[src/rtl/block_xfer_seq_pkg.sv]
// Shared HuC6280 types for the block-transfer sequencer: transfer modes and FSM states.
package hu6280_pkg;

    typedef enum logic [2:0] {
        TII = 3'd0,
        TDD = 3'd1,
        TIN = 3'd2,
        TIA = 3'd3,
        TAI = 3'd4
    } xfer_mode_t;

    typedef enum logic [1:0] {
        IDLE  = 2'd0,
        READ  = 2'd1,
        WRITE = 2'd2,
        DONE  = 2'd3
    } bx_state_t;

    localparam logic [16:0] LEN_FULL = 17'h10000;

    // A byte count of zero stands for the full 64 KiB space.
    function automatic logic [16:0] load_len(input logic [15:0] l);
        return (l == 16'd0) ? LEN_FULL : {1'b0, l};
    endfunction

endpackage

[src/rtl/block_xfer_seq_if.sv]
// Core-request and MMU-bus signals of the block-transfer sequencer.
interface block_xfer_seq_if;
    import hu6280_pkg::*;

    logic        start;
    xfer_mode_t  mode;
    logic [15:0] src;
    logic [15:0] dst;
    logic [15:0] len;
    logic [7:0]  bus_rdata;
    logic        MMU_stall;
    logic [15:0] VADDR;
    logic        RE;
    logic        WE;
    logic [7:0]  bus_wdata;
    logic        busy;
    logic        done;

    modport master (
        input  start, mode, src, dst, len, bus_rdata, MMU_stall,
        output VADDR, RE, WE, bus_wdata, busy, done
    );

    modport slave (
        output start, mode, src, dst, len, bus_rdata, MMU_stall,
        input  VADDR, RE, WE, bus_wdata, busy, done
    );

endinterface

[src/rtl/block_xfer_seq_addr_step.sv]
// Per-mode pointer stepping and presented read/write addresses for block transfers.
module bx_addr_step
    import hu6280_pkg::*;
(
    input  xfer_mode_t  mode,
    input  logic [15:0] src_cur,
    input  logic [15:0] dst_cur,
    input  logic        alt,
    output logic [15:0] src_nxt,
    output logic [15:0] dst_nxt,
    output logic [15:0] rd_addr,
    output logic [15:0] wr_addr
);

    // Alternating sides keep their base pointer fixed and present base+alt.
    always_comb begin
        src_nxt = src_cur + 16'd1;
        dst_nxt = dst_cur + 16'd1;
        rd_addr = src_cur;
        wr_addr = dst_cur;
        case (mode)
            TDD: begin
                src_nxt = src_cur - 16'd1;
                dst_nxt = dst_cur - 16'd1;
            end
            TIN: dst_nxt = dst_cur;
            TIA: begin
                dst_nxt = dst_cur;
                wr_addr = dst_cur + {15'd0, alt};
            end
            TAI: begin
                src_nxt = src_cur;
                rd_addr = src_cur + {15'd0, alt};
            end
            default: ;
        endcase
    end

endmodule

[src/rtl/block_xfer_seq.sv]
// HuC6280 block-transfer sequencer: owns the virtual bus and alternates MMU read/write
// cycles until the byte count is exhausted.
module block_xfer_seq
    import hu6280_pkg::*;
(
    input  logic              clk,
    input  logic              reset,
    input  logic              RDY,
    block_xfer_seq_if.master  bx
);

    // state | meaning
    // IDLE  | bus released, waiting for start
    // READ  | read cycle at source address, latch data
    // WRITE | write cycle at destination address, step pointers
    // DONE  | one-cycle completion pulse

    bx_state_t   state_q, state_d;
    xfer_mode_t  mode_q, mode_d;
    logic [15:0] src_q, src_d;
    logic [15:0] dst_q, dst_d;
    logic [16:0] rem_q, rem_d;
    logic        alt_q, alt_d;
    logic [7:0]  data_q, data_d;

    logic [15:0] src_nxt, dst_nxt, rd_addr, wr_addr;

    bx_addr_step u_addr_step (
        .mode    (mode_q),
        .src_cur (src_q),
        .dst_cur (dst_q),
        .alt     (alt_q),
        .src_nxt (src_nxt),
        .dst_nxt (dst_nxt),
        .rd_addr (rd_addr),
        .wr_addr (wr_addr)
    );

    always_ff @(posedge clk) begin
        if (reset) begin
            state_q <= IDLE;
            mode_q  <= TII;
            src_q   <= 16'd0;
            dst_q   <= 16'd0;
            rem_q   <= 17'd0;
            alt_q   <= 1'b0;
            data_q  <= 8'd0;
        end else begin
            state_q <= state_d;
            mode_q  <= mode_d;
            src_q   <= src_d;
            dst_q   <= dst_d;
            rem_q   <= rem_d;
            alt_q   <= alt_d;
            data_q  <= data_d;
        end
    end

    // With RDY low every register simply reloads its own value.
    always_comb begin
        state_d = state_q;
        mode_d  = mode_q;
        src_d   = src_q;
        dst_d   = dst_q;
        rem_d   = rem_q;
        alt_d   = alt_q;
        data_d  = data_q;
        if (RDY) begin
            case (state_q)
                IDLE: begin
                    if (bx.start) begin
                        state_d = READ;
                        mode_d  = bx.mode;
                        src_d   = bx.src;
                        dst_d   = bx.dst;
                        rem_d   = load_len(bx.len);
                        alt_d   = 1'b0;
                    end
                end
                READ: begin
                    if (!bx.MMU_stall) begin
                        data_d  = bx.bus_rdata;
                        state_d = WRITE;
                    end
                end
                WRITE: begin
                    if (!bx.MMU_stall) begin
                        src_d   = src_nxt;
                        dst_d   = dst_nxt;
                        rem_d   = rem_q - 17'd1;
                        alt_d   = ~alt_q;
                        state_d = (rem_q == 17'd1) ? DONE : READ;
                    end
                end
                DONE: state_d = IDLE;
            endcase
        end
    end

    always_comb begin
        bx.VADDR     = 16'd0;
        bx.RE        = 1'b0;
        bx.WE        = 1'b0;
        bx.bus_wdata = 8'd0;
        bx.busy      = (state_q != IDLE);
        bx.done      = (state_q == DONE);
        case (state_q)
            READ: begin
                bx.VADDR = rd_addr;
                bx.RE    = 1'b1;
            end
            WRITE: begin
                bx.VADDR     = wr_addr;
                bx.WE        = 1'b1;
                bx.bus_wdata = data_q;
            end
            default: ;
        endcase
    end

endmodule

[src/flat_wrapper.sv]
// flat-port wrapper written by rule: the top's interface ports become plain ports
module block_xfer_seq_flat import hu6280_pkg::*;
  (clk, reset, RDY, bx_start, bx_mode, bx_src, bx_dst, bx_len, bx_bus_rdata, bx_MMU_stall, bx_VADDR, bx_RE, bx_WE, bx_bus_wdata, bx_busy, bx_done);
  block_xfer_seq_if bx_i ();
  input  logic clk;
  input  logic reset;
  input  logic RDY;
  input wire logic [$bits(bx_i.start)-1:0] bx_start;
  input wire logic [$bits(bx_i.mode)-1:0] bx_mode;
  input wire logic [$bits(bx_i.src)-1:0] bx_src;
  input wire logic [$bits(bx_i.dst)-1:0] bx_dst;
  input wire logic [$bits(bx_i.len)-1:0] bx_len;
  input wire logic [$bits(bx_i.bus_rdata)-1:0] bx_bus_rdata;
  input wire logic [$bits(bx_i.MMU_stall)-1:0] bx_MMU_stall;
  output wire logic [$bits(bx_i.VADDR)-1:0] bx_VADDR;
  output wire logic [$bits(bx_i.RE)-1:0] bx_RE;
  output wire logic [$bits(bx_i.WE)-1:0] bx_WE;
  output wire logic [$bits(bx_i.bus_wdata)-1:0] bx_bus_wdata;
  output wire logic [$bits(bx_i.busy)-1:0] bx_busy;
  output wire logic [$bits(bx_i.done)-1:0] bx_done;
  assign bx_i.start = bx_start;
  assign bx_i.mode = bx_mode;
  assign bx_i.src = bx_src;
  assign bx_i.dst = bx_dst;
  assign bx_i.len = bx_len;
  assign bx_i.bus_rdata = bx_bus_rdata;
  assign bx_i.MMU_stall = bx_MMU_stall;
  assign bx_VADDR = bx_i.VADDR;
  assign bx_RE = bx_i.RE;
  assign bx_WE = bx_i.WE;
  assign bx_bus_wdata = bx_i.bus_wdata;
  assign bx_busy = bx_i.busy;
  assign bx_done = bx_i.done;
  block_xfer_seq u_core (.clk(clk), .reset(reset), .RDY(RDY), .bx(bx_i));
endmodule
[config.mk]
export PLATFORM = sky130hd
export DESIGN_NAME = block_xfer_seq_flat
export DESIGN_NICKNAME = d
export VERILOG_FILES = /design/src/rtl/block_xfer_seq_pkg.sv /design/src/rtl/block_xfer_seq_if.sv /design/src/rtl/block_xfer_seq_addr_step.sv /design/src/rtl/block_xfer_seq.sv /design/src/flat_wrapper.sv
export SDC_FILE = /design/constraint.sdc
export NUM_CORES = 1
export LEC_CHECK = 0
export ABC_CLOCK_PERIOD_IN_PS = 2750
export BUFFER_PORTS_ARGS = -buffer_cell sky130_fd_sc_hd__buf_2
export CAP_MARGIN = 10
export CORE_MARGIN = 10
export CORE_UTILIZATION = 52
export CTS_CLUSTER_SIZE = 30
export DETAILED_ROUTE_END_ITERATION = 12
export PLACE_DENSITY = 0.78
export SLEW_MARGIN = 15
export SYNTH_ARGS = -nofsm -noshare
export SYNTH_HDL_FRONTEND = slang
export SYNTH_HIERARCHICAL = 1
export SYNTH_SLANG_ARGS = --single-unit
[constraint.sdc]
create_clock -name clk -period 2.75 [get_ports clk]
set_input_delay 0.825 -clock clk [delete_from_list [all_inputs] [get_ports clk]]
set_output_delay 0.825 -clock clk [all_outputs]
set_load 0.03 [all_outputs]
# Word-level counts from Yosys, hierarchy flattened
# Cells that the tools add are included.
[word_totals]
regBits = 63
output_inout_bits = 28
inputBits = 64
word_cells = 66
[op_classes]
reduce_logical = 11
mux = 26
add_sub_neg = 7
eq_ne = 13
bitwise_logic = 2
[op_table]
columns = ["operator", "count"]
rows = [
  ["$pmux 16 s2", 5],
  ["$mux 16", 6],
  ["$mux 17", 3],
  ["$pmux 17 s2", 1],
  ["$add 16x1->16", 2],
  ["$add 16x1->16 const B", 2],
  ["$sub 16x1->16 const B", 2],
  ["$eq 17x1->1 const B", 1],
  ["$sub 17x1->17 const B", 1],
  ["$logic_not 16->1", 1],
  ["$ne 2x2->1 const B", 5],
  ["$reduce_and 5->1", 2],
  ["$mux 2", 4],
  ["$mux 8", 1],
  ["$pmux 2 s4", 1],
  ["$reduce_and 4->1", 2],
  ["$eq 3x2->1 const B", 2],
  ["$reduce_and 3->1", 2],
  ["$eq 2x2->1 const B", 2],
  ["$mux 1", 4],
  ["$reduce_bool 2->1", 2],
  ["$eq 3x1->1 const B", 1],
  ["$eq 3x3->1 const B", 1],
  ["$eq 2x1->1 const B", 1],
  ["4 further kinds", 5],
]

# Longest topological paths before layout
# Gate-level depths: netlist (run 1).
[logic_depth]
depth_word = 5
ltp_mapped = 12
mapped_depth_nobuf = 10

# Hierarchy
# Netlist (run 1), hierarchy kept.
[modules_own_cells]
columns = ["mod", "n_inst", "seq_area_each_um2", "area_each_um2", "cells_per_inst"]
rows = [
  ["block_xfer_seq", 1, 1261.2, 3393.3, 411],
  ["bx_addr_step", 1, 0.0, 1913.1, 305],
]

# Least setup slack after synthesis (run 1)
# OpenSTA, ideal clock, no wires.
[synth_path]
path_type = "reg2out"
startpoint = "register u_core.dst_q[2]"
endpoint = "output port bx_VADDR[12]"
t_arrival_ns = 2.252
slack_ns = -0.327
n_path_buf = 1
stages_incl_launch_ff = 8
t_required_ns = 1.925
cell_sequence = "dfxtp_1 > clkbuf_1 > nand3_1 > or4_1 > nor2_1 > xor2_1 > a22oi_1 > nor2b_1"
[synth_via]
elab_chain_len = 3
[synth_lines]
columns = ["item", "line_no", "text"]
rows = [
  ["start, declared", "block_xfer_seq.sv:21", "logic [15:0] dst_q, dst_d;"],
  ["start signal, assigned", "block_xfer_seq.sv:52", "dst_q <= dst_d;"],
  ["$add 16x1->16", "block_xfer_seq_addr_step.sv:29", "wr_addr = dst_cur + {15'd0, alt};"],
  ["$mux 16", "block_xfer_seq_addr_step.sv:21", "case (mode)"],
  ["net u_core.wr_addr[12]", "block_xfer_seq.sv:26", "logic [15:0] src_nxt, dst_nxt, rd_addr, wr_addr;"],
  ["$pmux 16 s2", "block_xfer_seq.sv:107", "case (state_q)"],
  ["end, declared", "flat_wrapper.sv:15", "output wire logic [$bits(bx_i.VADDR)-1:0] bx_VADDR;"],
]
# The timed path passes the listed nets, and every way through them passes these cells.

# Worst setup path in the final report (run 1)
[layout_path]
startpoint = "register u_core.alt_q"
endpoint = "output port bx_VADDR[15]"
[layout_via]
elab_chain_len = 3
word_cells_on_any_way = 5
cone_classes = "2 x add/sub; 3 x mux"
[layout_lines]
columns = ["item", "line_no", "text"]
rows = [
  ["start, declared", "block_xfer_seq.sv:23", "logic alt_q, alt_d;"],
  ["start signal, assigned", "block_xfer_seq.sv:54", "alt_q <= alt_d;"],
  ["$add 16x1->16", "block_xfer_seq_addr_step.sv:29", ""],
  ["$mux 16", "block_xfer_seq_addr_step.sv:21", ""],
  ["net u_core.wr_addr[15]", "block_xfer_seq.sv:26", ""],
  ["$pmux 16 s2", "block_xfer_seq.sv:107", ""],
]
# The timed path passes the listed nets, and every way through them passes these cells.

==> results.sh, run 1 <==
export IMPL_status="complete, but fails checks"
export IMPL_failed_checks="negative setup slack"
export IMPL_setup_viol=16
export IMPL_drc=0
export IMPL_die_area_mm2=0.0146
export IMPL_seqPwrFrac_pct=33.4
export IMPL_synthesis_area_mm2=0.00531
export IMPL_place_area_mm2=0.00621
export IMPL_place_inst=940
export IMPL_critPathSlowestCell="dfxtp_2"
export IMPL_place_ws_ps=-141
export IMPL_p_int_w=0.00209
export IMPL_min_period_ps=3160
export IMPL_layout_drive_gt1_share_pct=32.8
export IMPL_gp_congestion=0.978
export IMPL_crit_path_end_kind="primary output"
export IMPL_vias=5949
export IMPL_powerDensity_mw_per_mm2=471
export IMPL_ir_drop_mv=0.385
export IMPL_initialDrtViolationCount=555
export IMPL_worstPathRequired_ps=1930
export IMPL_fin_skew_ps=10.5
export IMPL_seqCellArea_mm2=0.00127
export IMPL_grt_pass1_vias=5817
export IMPL_fmax_mhz=316
export IMPL_hold_buffers=0
export IMPL_fin_util_pct=71.1
export IMPL_stdcell_area_mm2=0.00701
export IMPL_nFillCells=773
export IMPL_synth_cells=716
export IMPL_path_cells="ha_4, nand4_1, nor3_4, nor3b_4, nand4_1, xnor2_1, a22oi_1, nor2b_2, buf_6"
export IMPL_worst_pin_slew_ps=706
export IMPL_grt_max_degree=42
export IMPL_antenna_found_initial=0
export IMPL_worstHoldPathType="register to register"
export IMPL_ant_nets=0
export IMPL_clock_latency_ps=360
export IMPL_setup_ws_ps=-413
export IMPL_cp_start_kind="register"
export IMPL_crit_arrival_ps=2340
export IMPL_synth_avg_cell_area_um2=7.41
export IMPL_max_stage_delay_ps=360
export IMPL_cts_buffers=9
export IMPL_wl_per_cell_um=19.1
export IMPL_grt_first_pass_wirelength_um=28600
export IMPL_swShare_pct=36.6
export IMPL_max_cap_viol_count=0
export IMPL_vias_per_cell=6.16
export IMPL_relSlewSlack_pct=52.9
export IMPL_start_util_pct=53.8
export IMPL_net_switching_power_w=0.00121
export IMPL_fin_cells=965
export IMPL_core_area_mm2=0.00986
export IMPL_hold_violations=0
export IMPL_portBuffers=91
export IMPL_cp_max_fo=2
export IMPL_synth_most_common_cell="nor2_1"
export IMPL_p_total_w=0.00330
export IMPL_wl_um=18400
export IMPL_clockRootBuffer="clkbuf_8"
export IMPL_report_final_slew_viol_count=0
export IMPL_synthTopCellsByCount="nor2_1 (71), nand2_1 (69), dfxtp_1 (63)"
export IMPL_die_x_um=121
export IMPL_critical_path_top_delay_family="simple AND/OR/NAND/NOR gates"
export IMPL_cpMostUsedCell="nand4_1"
export IMPL_yosys_warnings=6
export IMPL_drtPass1Iterations=6
export IMPL_fp_row_count=36
export IMPL_cellLeakagePower_nw=2.77
export IMPL_cts_max_path_buffers=2
export IMPL_ys_types=60
export IMPL_p_clk_share_pct=31.3
export IMPL_post_route_period_util_pct=115
export IMPL_syn2layout_area_growth_pct=32.1
export IMPL_gr_total_overflow=0
export IMPL_cts_sinks=63
export IMPL_gr_usage_all_layers_pct=23.5
export IMPL_synth_ff_type="dfxtp_1"
export IMPL_yosys_top_cells_area="dfxtp_1 (24%), mux2i_1 (8.1%), xnor2_1 (6.1%)"
export IMPL_grt_setup_unrepaired="true"
export IMPL_io_pins=92
export IMPL_synthArstFlopShare_pct=0
export IMPL_cts_clk_slew_worst_paths_ps=80
export IMPL_combPwrFrac_pct=35.3
export IMPL_ys_seq_area_share_pct=23.8
export IMPL_final_nets=903
export IMPL_path_class="register to primary output"
export IMPL_cp_num_buf_inv=1
export IMPL_synth_top_area_cell="dfxtp_1"
export IMPL_yosysTopAreaCellShare_pct=23.8
export IMPL_syn_num_nets=792
export IMPL_multi_input_area_mm2=0.00419
export IMPL_fp_dieH_um=121
export IMPL_cts_tree="done"
export IMPL_antenna_cells=0
export IMPL_h_tree_depth=3
export IMPL_synth_seq_cells=63
export IMPL_hpwl_um=13100
export IMPL_synth_edff_count=0
-- final timing paths --
path                          from               end  slack, ps  cells after the start
setup reg to reg  u_core/mode_q[2]  u_core/dst_q[14]         50                     11
hold reg to reg   u_core/data_q[5]  u_core/data_q[5]        460                      2
setup / recovery      u_core/alt_q      bx_VADDR[15]       -410                      9
hold / removal    u_core/data_q[5]  u_core/data_q[5]        460                      2
-- cells by family after synthesis --
logic type / Yosys count / share of synthesized area [%]
AOI/OAI and AO/OA: 133 / 16.9
adders and majority gates: 12 / 2.83
xor gates and xnor gates: 61 / 10.1
muxes: 46 / 8.75
and+or+nand+nor: 329 / 32.1
buffers and inverters: 72 / 5.66
DFF: 63 / 23.8
-- sequential cells by signal, indices dropped and copies added (netlist names) --
register        count
u_core/state_q      2
u_core/data_q       8
u_core/alt_q        1
u_core/rem_q       17
u_core/mode_q       3
u_core/dst_q       16
u_core/src_q       16
-- placed cells by master (no fill, tap or decap), types with 6 or more instances in the layout --
cell type,instances
a31oi_1,9
a211oi_1,32
a22oi_2,6
buf_6,11
buf_2,78
nand2_1,67
mux2i_1,42
xor2_1,19
inv_1,8
nand3_1,31
a21oi_1,31
dfxtp_1,57
nor4_1,17
clkbuf_8,9
or3_1,13
and2_1,9
xnor2_2,7
nor2b_1,7
nor2_1,64
a22oi_1,12
buf_4,72
nand4_1,18
nor3_1,25
o21ai_0,13
nor2b_2,11
xnor2_1,29
and3_1,9
-- metal layers --
metal | part of all wire [%] | wire length (um) | vias up | GRT usage [%]
met4 | 1.8 | 331 | 0 | 8.52
met3 | 6.5 | 1190 | 35 | 3.86
li1 | - | - | 2811 | -
met1 | 43 | 7880 | 2846 | 28.9
met2 | 49 | 8990 | 257 | 40.0
met5 | 0 | 0 | - | 0
-- stage by stage --
| step | TNS (ps) | hold WS (ps) |
|---|---|---|
| 3_5_place_dp | -384 | 447 |
| 4_1_cts | -3610 | 458 |
| 6_report | -4360 | 458 |
| 2_1_floorplan | 0 | 432 |
| 3_3_place_gp | -34.5 | 437 |
| 5_1_grt | -5950 | 482 |
-- cell type report --
type / instances / area share, %
Sequential cell: 63 / 18.2
Timing Repair Buffer: 164 / 15.8
Clock buffer: 9 / 1.77
Multi-Input combinational cell: 581 / 59.7
Inverter: 8 / 0.428
Clock inverter: 7 / 1.71
Tap cell: 133 / 2.37
-- power groups by stage --
| stage | Combinational [W] | Clock (W) | Sequential (W) |
|---|---|---|---|
| floorplan | 0.000750 | 0 | 0.00109 |
| global placement | 0.00102 | 0 | 0.00111 |
| detailed placement | 0.00105 | 0 | 0.00111 |
| CTS | 0.00109 | 0.00104 | 0.00110 |
| global route | 0.00126 | 0.00108 | 0.00111 |
| finish | 0.00116 | 0.00103 | 0.00110 |
-- worst register-to-register path, delay by kind of cell, from the launching register on --
kind,cells,cell delay (ps)
and+or+nand+nor,2,780
DFF,1,330
buffers and inverters,1,130
xor gates and xnor gates,2,310
muxes,2,320
AOI/OAI and AO/OA,3,550
adders and majority gates,1,180
-- what timing repair did --
item | 4_1_cts | 5_1_grt
buffers inserted | 5 | 5
endpoints found under the setup margin | 20 | 24
resized for setup | 69 | 36
pin swaps | 16 | 21
No activity file was read; power rests on OpenSTA's default activity.
==> run 2, diff against run 1 <==
--- a/config.mk
+++ b/config.mk
@@ -9,10 +9,11 @@
 export BUFFER_PORTS_ARGS = -buffer_cell sky130_fd_sc_hd__buf_2
 export CAP_MARGIN = 10
 export CORE_MARGIN = 10
-export CORE_UTILIZATION = 52
+export CORE_UTILIZATION = 53
+export CTS_BUF_LIST = sky130_fd_sc_hd__clkbuf_4 sky130_fd_sc_hd__clkbuf_8
 export CTS_CLUSTER_SIZE = 30
 export DETAILED_ROUTE_END_ITERATION = 12
-export PLACE_DENSITY = 0.78
+export PLACE_DENSITY = 0.79
 export SLEW_MARGIN = 15
 export SYNTH_ARGS = -nofsm -noshare
 export SYNTH_HDL_FRONTEND = slang
==> constraint.sdc (replaced) <==
create_clock -name clk -period 2.75 [get_ports clk]
set_input_delay 0.825 -clock clk [delete_from_list [all_inputs] [get_ports clk]]
set_output_delay 0.825 -clock clk [all_outputs]
set_load 0.02 [all_outputs]
==> run 2 against run 1 <==
  * The flow still finishes with violations (negative setup slack)
  * Sequential power hardly changed
  * Clock power shrank 5%
  * Largest cell class unchanged
  * Highest routed layer unchanged
  * Clock skew grew 3.0 ps
==> results.sh, run 2 (synthesized netlist as in run 1, its figures left out) <==
export IMPL_status="complete, but fails checks"
export IMPL_failed_checks="negative setup slack"
export IMPL_ir_drop_mv=0.273
export IMPL_setup_ws_ps=-469
export IMPL_clockRootBuffer="clkbuf_8"
export IMPL_cpMostUsedCell="nand4_1"
export IMPL_core_area_mm2=0.00977
export IMPL_vias=6094
export IMPL_worstHoldPathType="register to register"
export IMPL_wl_per_cell_um=19.4
export IMPL_finalSetupTns_ps=-3770
export IMPL_h_tree_depth=3
export IMPL_post_route_period_util_pct=117
export IMPL_start_util_pct=54.3
export IMPL_min_period_ps=3220
export IMPL_crit_arrival_ps=2390
export IMPL_ant_nets=0
export IMPL_max_cap_viol_count=0
export IMPL_fin_skew_ps=13.5
export IMPL_cp_num_buf_inv=1
export IMPL_cp_max_fo=3
export IMPL_die_area_mm2=0.0144
export IMPL_hold_violations=0
export IMPL_cellLeakagePower_nw=2.74
export IMPL_path_class="register to primary output"
export IMPL_antenna_found_initial=0
export IMPL_fp_dieH_um=120
export IMPL_grt_setup_unrepaired="true"
export IMPL_cts_max_path_buffers=2
export IMPL_fp_row_count=36
export IMPL_relSlewSlack_pct=57.4
export IMPL_gr_total_overflow=0
export IMPL_critPathLaunch="u_core/alt_q"
export IMPL_critical_path_top_delay_family="simple AND/OR/NAND/NOR gates"
export IMPL_clock_latency_ps=350
export IMPL_max_stage_delay_ps=370
export IMPL_cp_start_kind="register"
export IMPL_max_flop_register="u_core/rem_q"
export IMPL_final_nets=900
export IMPL_drtPass1Iterations=5
export IMPL_multi_input_area_mm2=0.00420
export IMPL_mostFrequentLayoutCells="buf_2 (80), nand2_1 (68), buf_4 (65)"
export IMPL_seqCellArea_mm2=0.00128
export IMPL_vias_per_cell=6.33
export IMPL_largest_reg_flops=17
export IMPL_syn2layout_area_growth_pct=31.8
export IMPL_wl_um=18700
export IMPL_holdWs_ps=452
export IMPL_antenna_cells=0
export IMPL_fmax_mhz=311
export IMPL_io_pins=92
export IMPL_setup_viol=16
export IMPL_cts_buffers=9
export IMPL_path_cells="ha_4, nand4_1, nor3_2, nor3b_4, nand4_1, xnor2_1, a22oi_1, nor2b_2, buf_6"
export IMPL_hpwl_um=13200
export IMPL_reg2reg_from="u_core/mode_q[2]"
export IMPL_gr_usage_all_layers_pct=23.9
export IMPL_gp_congestion=0.996
export IMPL_portBuffers=91
export IMPL_crit_path_end_kind="primary output"
export IMPL_die_x_um=120
export IMPL_layout_commonest_cell="buf_2"
export IMPL_grt_max_degree=42
export IMPL_cts_tree="done"
export IMPL_nFillCells=791
export IMPL_hp_start="u_core/data_q[7]"
export IMPL_cts_clk_slew_worst_paths_ps=80
export IMPL_critPathSlowestCell="dfxtp_2"
export IMPL_powerDensity_mw_per_mm2=465
export IMPL_initialDrtViolationCount=587
export IMPL_top_regs="u_core/rem_q (17), u_core/dst_q (16), u_core/src_q (16)"
export IMPL_drc=0
export IMPL_layout_drive_gt1_share_pct=31.8
export IMPL_cts_sinks=63
export IMPL_report_final_slew_viol_count=0
export IMPL_grt_pass1_vias=5877
export IMPL_worstPathRequired_ps=1930
export IMPL_worst_pin_slew_ps=640
export IMPL_grt_first_pass_wirelength_um=29000
run 2: final cells by class:
type / count / share of cell area (%)
inverters: 8 / 0.429
well taps: 133 / 2.38
clock inverters: 4 / 1.07
flip-flops and latches: 63 / 18.3
clock buffers: 12 / 2.27
repair buffers: 161 / 15.5
multi-input cells: 581 / 60.1
run 2: path summary, 6_finish.rpt:
kind,cells after the start,to,slack [ps]
worst min-delay path,2,u_core/data_q[7],450
worst max register to register,11,u_core/dst_q[14],-50
worst min register to register,2,u_core/data_q[7],450
worst max-delay path,9,bx_VADDR[15],-470
run 2: metal layers:
metal | vias to the layer above | GRT usage (%) | routed length [um]
met1 | 2873 | 28.4 | 7320
met3 | 73 | 5.81 | 1460
met5 | - | 0 | 0
li1 | 2813 | - | -
met4 | 0 | 9.05 | 678
met2 | 335 | 40.8 | 9200
run 2: power breakdown:
group,switching (W),total [W],internal (W)
sequential,0.000115,0.00111,0.000998
combinational,0.000666,0.00116,0.000493
clock,0.000404,0.000979,0.000575
run 2: tightest hold or removal path, stage by stage, from the launching register on:
cell and delay, ps:
dfxtp_1 310, nand2_1 50, a21oi_1 50
run 2: per-stage QoR:
stage	total power (W)	setup WS (ps)	instances	util [%]	cell area (um^2)
after floorplan	0.00182	-19.0	716	-	5340
after global placement	0.00212	22.4	938	63.1	6170
after detailed placement	0.00215	-128	938	63.1	6170
after CTS	0.00315	-457	956	67.6	6610
after global routing	0.00340	-543	962	71.5	6990
final	0.00325	-469	962	71.5	6990
run 2: repair_timing:
item	CTS	global route
endpoints found under the setup margin	17	25
gates resized for setup	50	66
pin swaps	9	36
buffers inserted	2	9
hold buffers	0	0
==> run 3, diff against run 2 <==
--- a/config.mk
+++ b/config.mk
@@ -13,6 +13,7 @@
 export CTS_BUF_LIST = sky130_fd_sc_hd__clkbuf_4 sky130_fd_sc_hd__clkbuf_8
 export CTS_CLUSTER_SIZE = 30
 export DETAILED_ROUTE_END_ITERATION = 12
+export MAX_ROUTING_LAYER = met4
 export PLACE_DENSITY = 0.79
 export SLEW_MARGIN = 15
 export SYNTH_ARGS = -nofsm -noshare
==> run 3 against run 2 <==
  * The flow still finishes with violations (negative setup slack)
  * Largest cell class unchanged
  * Register-to-register slack improved by 30 ps
  * Sequential share of layout area about the same
  * Critical path type unchanged
  * Setup slack better by 11 ps
==> results.sh, run 3 (synthesized netlist as in run 1, its figures left out) <==
export IMPL_status="complete, but fails checks"
export IMPL_failed_checks="negative setup slack"
export IMPL_fin_cells=967
export IMPL_path_class="register to primary output"
export IMPL_antenna_cells=0
export IMPL_clockRootBuffer="clkbuf_8"
export IMPL_core_area_mm2=0.00977
export IMPL_cts_buffers=9
export IMPL_stdcell_area_mm2=0.00698
export IMPL_max_stage_delay_ps=360
export IMPL_mostFrequentLayoutCells="buf_2 (76), buf_4 (73), nor2_1 (64)"
export IMPL_holdWs_ps=462
export IMPL_vias=6110
export IMPL_path_cells="ha_4, nand4_1, nor3_2, nor3b_4, buf_4, nand2_2, xnor2_2, a22oi_1, nor2b_1, buf_4"
export IMPL_relSlewSlack_pct=50.3
export IMPL_cts_tree="done"
export IMPL_fmax_mhz=312
export IMPL_min_period_ps=3210
export IMPL_holdPathEnd="u_core/data_q[0]"
export IMPL_hold_violations=0
export IMPL_report_final_slew_viol_count=0
export IMPL_wl_um=19000
export IMPL_critPathSlowestCell="dfxtp_2"
export IMPL_p_total_w=0.00307
export IMPL_worst_pin_slew_ps=745
export IMPL_die_area_mm2=0.0144
export IMPL_r2r_cells=13
export IMPL_largest_reg_flops=17
export IMPL_use_met1_pct=29.5
export IMPL_io_pins=92
export IMPL_ant_nets=0
export IMPL_fp_row_count=36
export IMPL_powerDensity_mw_per_mm2=440
export IMPL_post_route_period_util_pct=117
export IMPL_fp_dieH_um=120
export IMPL_start_util_pct=54.3
export IMPL_grt_max_degree=40
export IMPL_gr_total_overflow=0
export IMPL_cpMostUsedCell="buf_4"
export IMPL_fin_skew_ps=14.7
export IMPL_cp_start_kind="register"
export IMPL_grt_pass1_vias=5984
export IMPL_hpwl_um=13400
export IMPL_worstHoldPathType="register to register"
export IMPL_cts_clk_slew_worst_paths_ps=80
export IMPL_gr_usage_all_layers_pct=25.8
export IMPL_hold_buffers=0
export IMPL_crit_path_end_kind="primary output"
export IMPL_die_x_um=120
export IMPL_gp_congestion=0.989
export IMPL_critPathLaunch="u_core/dst_q[0]"
export IMPL_antenna_found_initial=0
export IMPL_clock_latency_ps=380
export IMPL_crit_arrival_ps=2380
export IMPL_layout_commonest_cell="buf_2"
export IMPL_cellLeakagePower_nw=2.76
export IMPL_grt_util_met2_pct=42.6
export IMPL_setup_viol=18
export IMPL_wl_per_cell_um=19.6
export IMPL_worstPathRequired_ps=1930
export IMPL_place_inst=938
export IMPL_syn2layout_area_growth_pct=31.5
export IMPL_hold_path_cell_count=2
export IMPL_grt_first_pass_wirelength_um=29900
export IMPL_reg2reg_from="u_core/mode_q[1]"
export IMPL_vias_per_cell=6.32
export IMPL_top_regs="u_core/rem_q (17), u_core/dst_q (16), u_core/src_q (16)"
export IMPL_grt_setup_unrepaired="true"
export IMPL_initialDrtViolationCount=679
export IMPL_final_nets=905
export IMPL_hp_start="u_core/data_q[0]"
export IMPL_place_area_mm2=0.00617
export IMPL_cp_max_fo=2
export IMPL_nFillCells=787
export IMPL_drc=0
export IMPL_portBuffers=91
export IMPL_ir_drop_mv=0.317
export IMPL_layout_drive_gt1_share_pct=33.1
export IMPL_drtPass1Iterations=7
export IMPL_rr_endpoint="u_core/src_q[8]"
export IMPL_gr_usage_met3_pct=6.00
export IMPL_r2r_slack_ps=-20
export IMPL_busiest_layer="met2"
export IMPL_max_flop_register="u_core/rem_q"
export IMPL_critical_path_top_delay_family="simple AND/OR/NAND/NOR gates"
export IMPL_h_tree_depth=3
export IMPL_cp_num_buf_inv=2
export IMPL_cts_max_path_buffers=2
export IMPL_max_cap_viol_count=0
export IMPL_cts_sinks=63
export IMPL_setup_ws_ps=-458
run 3: what timing repair did:
item                                    CTS  global route
endpoints found under the hold margin     0             0
resized for setup                        71            46
endpoints found under the setup margin   16            28
pin swaps                                21            40
buffers inserted                          8             7
run 3: power by group:
part | switching (W) | internal (W) | total (W)
clock | 0.000419 | 0.000372 | 0.000791
sequential | 0.000119 | 0.000999 | 0.00112
combinational | 0.000665 | 0.000495 | 0.00116
total | 0.00120 | 0.00187 | 0.00307
run 3: per-layer routing:
layer	share of wire (%)	wire, um	vias to the layer above
li1	-	-	2821
met1	40	7560	2872
met2	49	9280	352
met3	8.4	1590	65
met4	2.9	558	0
met5	0	0	-
run 3: how the worst max path moves through the flow:
stage	endpoint	slack, ps	cells after the start
floorplan	u_core/dst_q[14]	-20	12
global placement	bx_VADDR[15]	-7	9
detailed placement	bx_VADDR[14]	-80	9
CTS	bx_VADDR[14]	-330	9
global route	bx_VADDR[15]	-540	9
finish	bx_VADDR[11]	-460	10
run 3: worst min-delay path, cell delays in order (launching register included):
cell     delay (ps)
dfxtp_1         310
nand2_1          50
a21oi_1          60
run 3: final cells by class:
cell class	count	area [um^2]	area share, %
clock buffers	11	151	2.17
well taps	133	166	2.38
inverters	8	30.0	0.430
repair buffers	166	1150	16.4
flip-flops and latches	63	1280	18.3
clock inverters	5	32.5	0.466
multi-input cells	581	4180	59.8
run 3: through the flow:
step	TNS (ps)	worst slack (ps)	util, %
after floorplan	-19.0	-19.0	-
after global placement	-6.93	-6.93	63.1
after detailed placement	-293	-80.6	63.1
after CTS	-2860	-329	68.6
after global routing	-6140	-540	71.4
final	-4030	-458	71.4
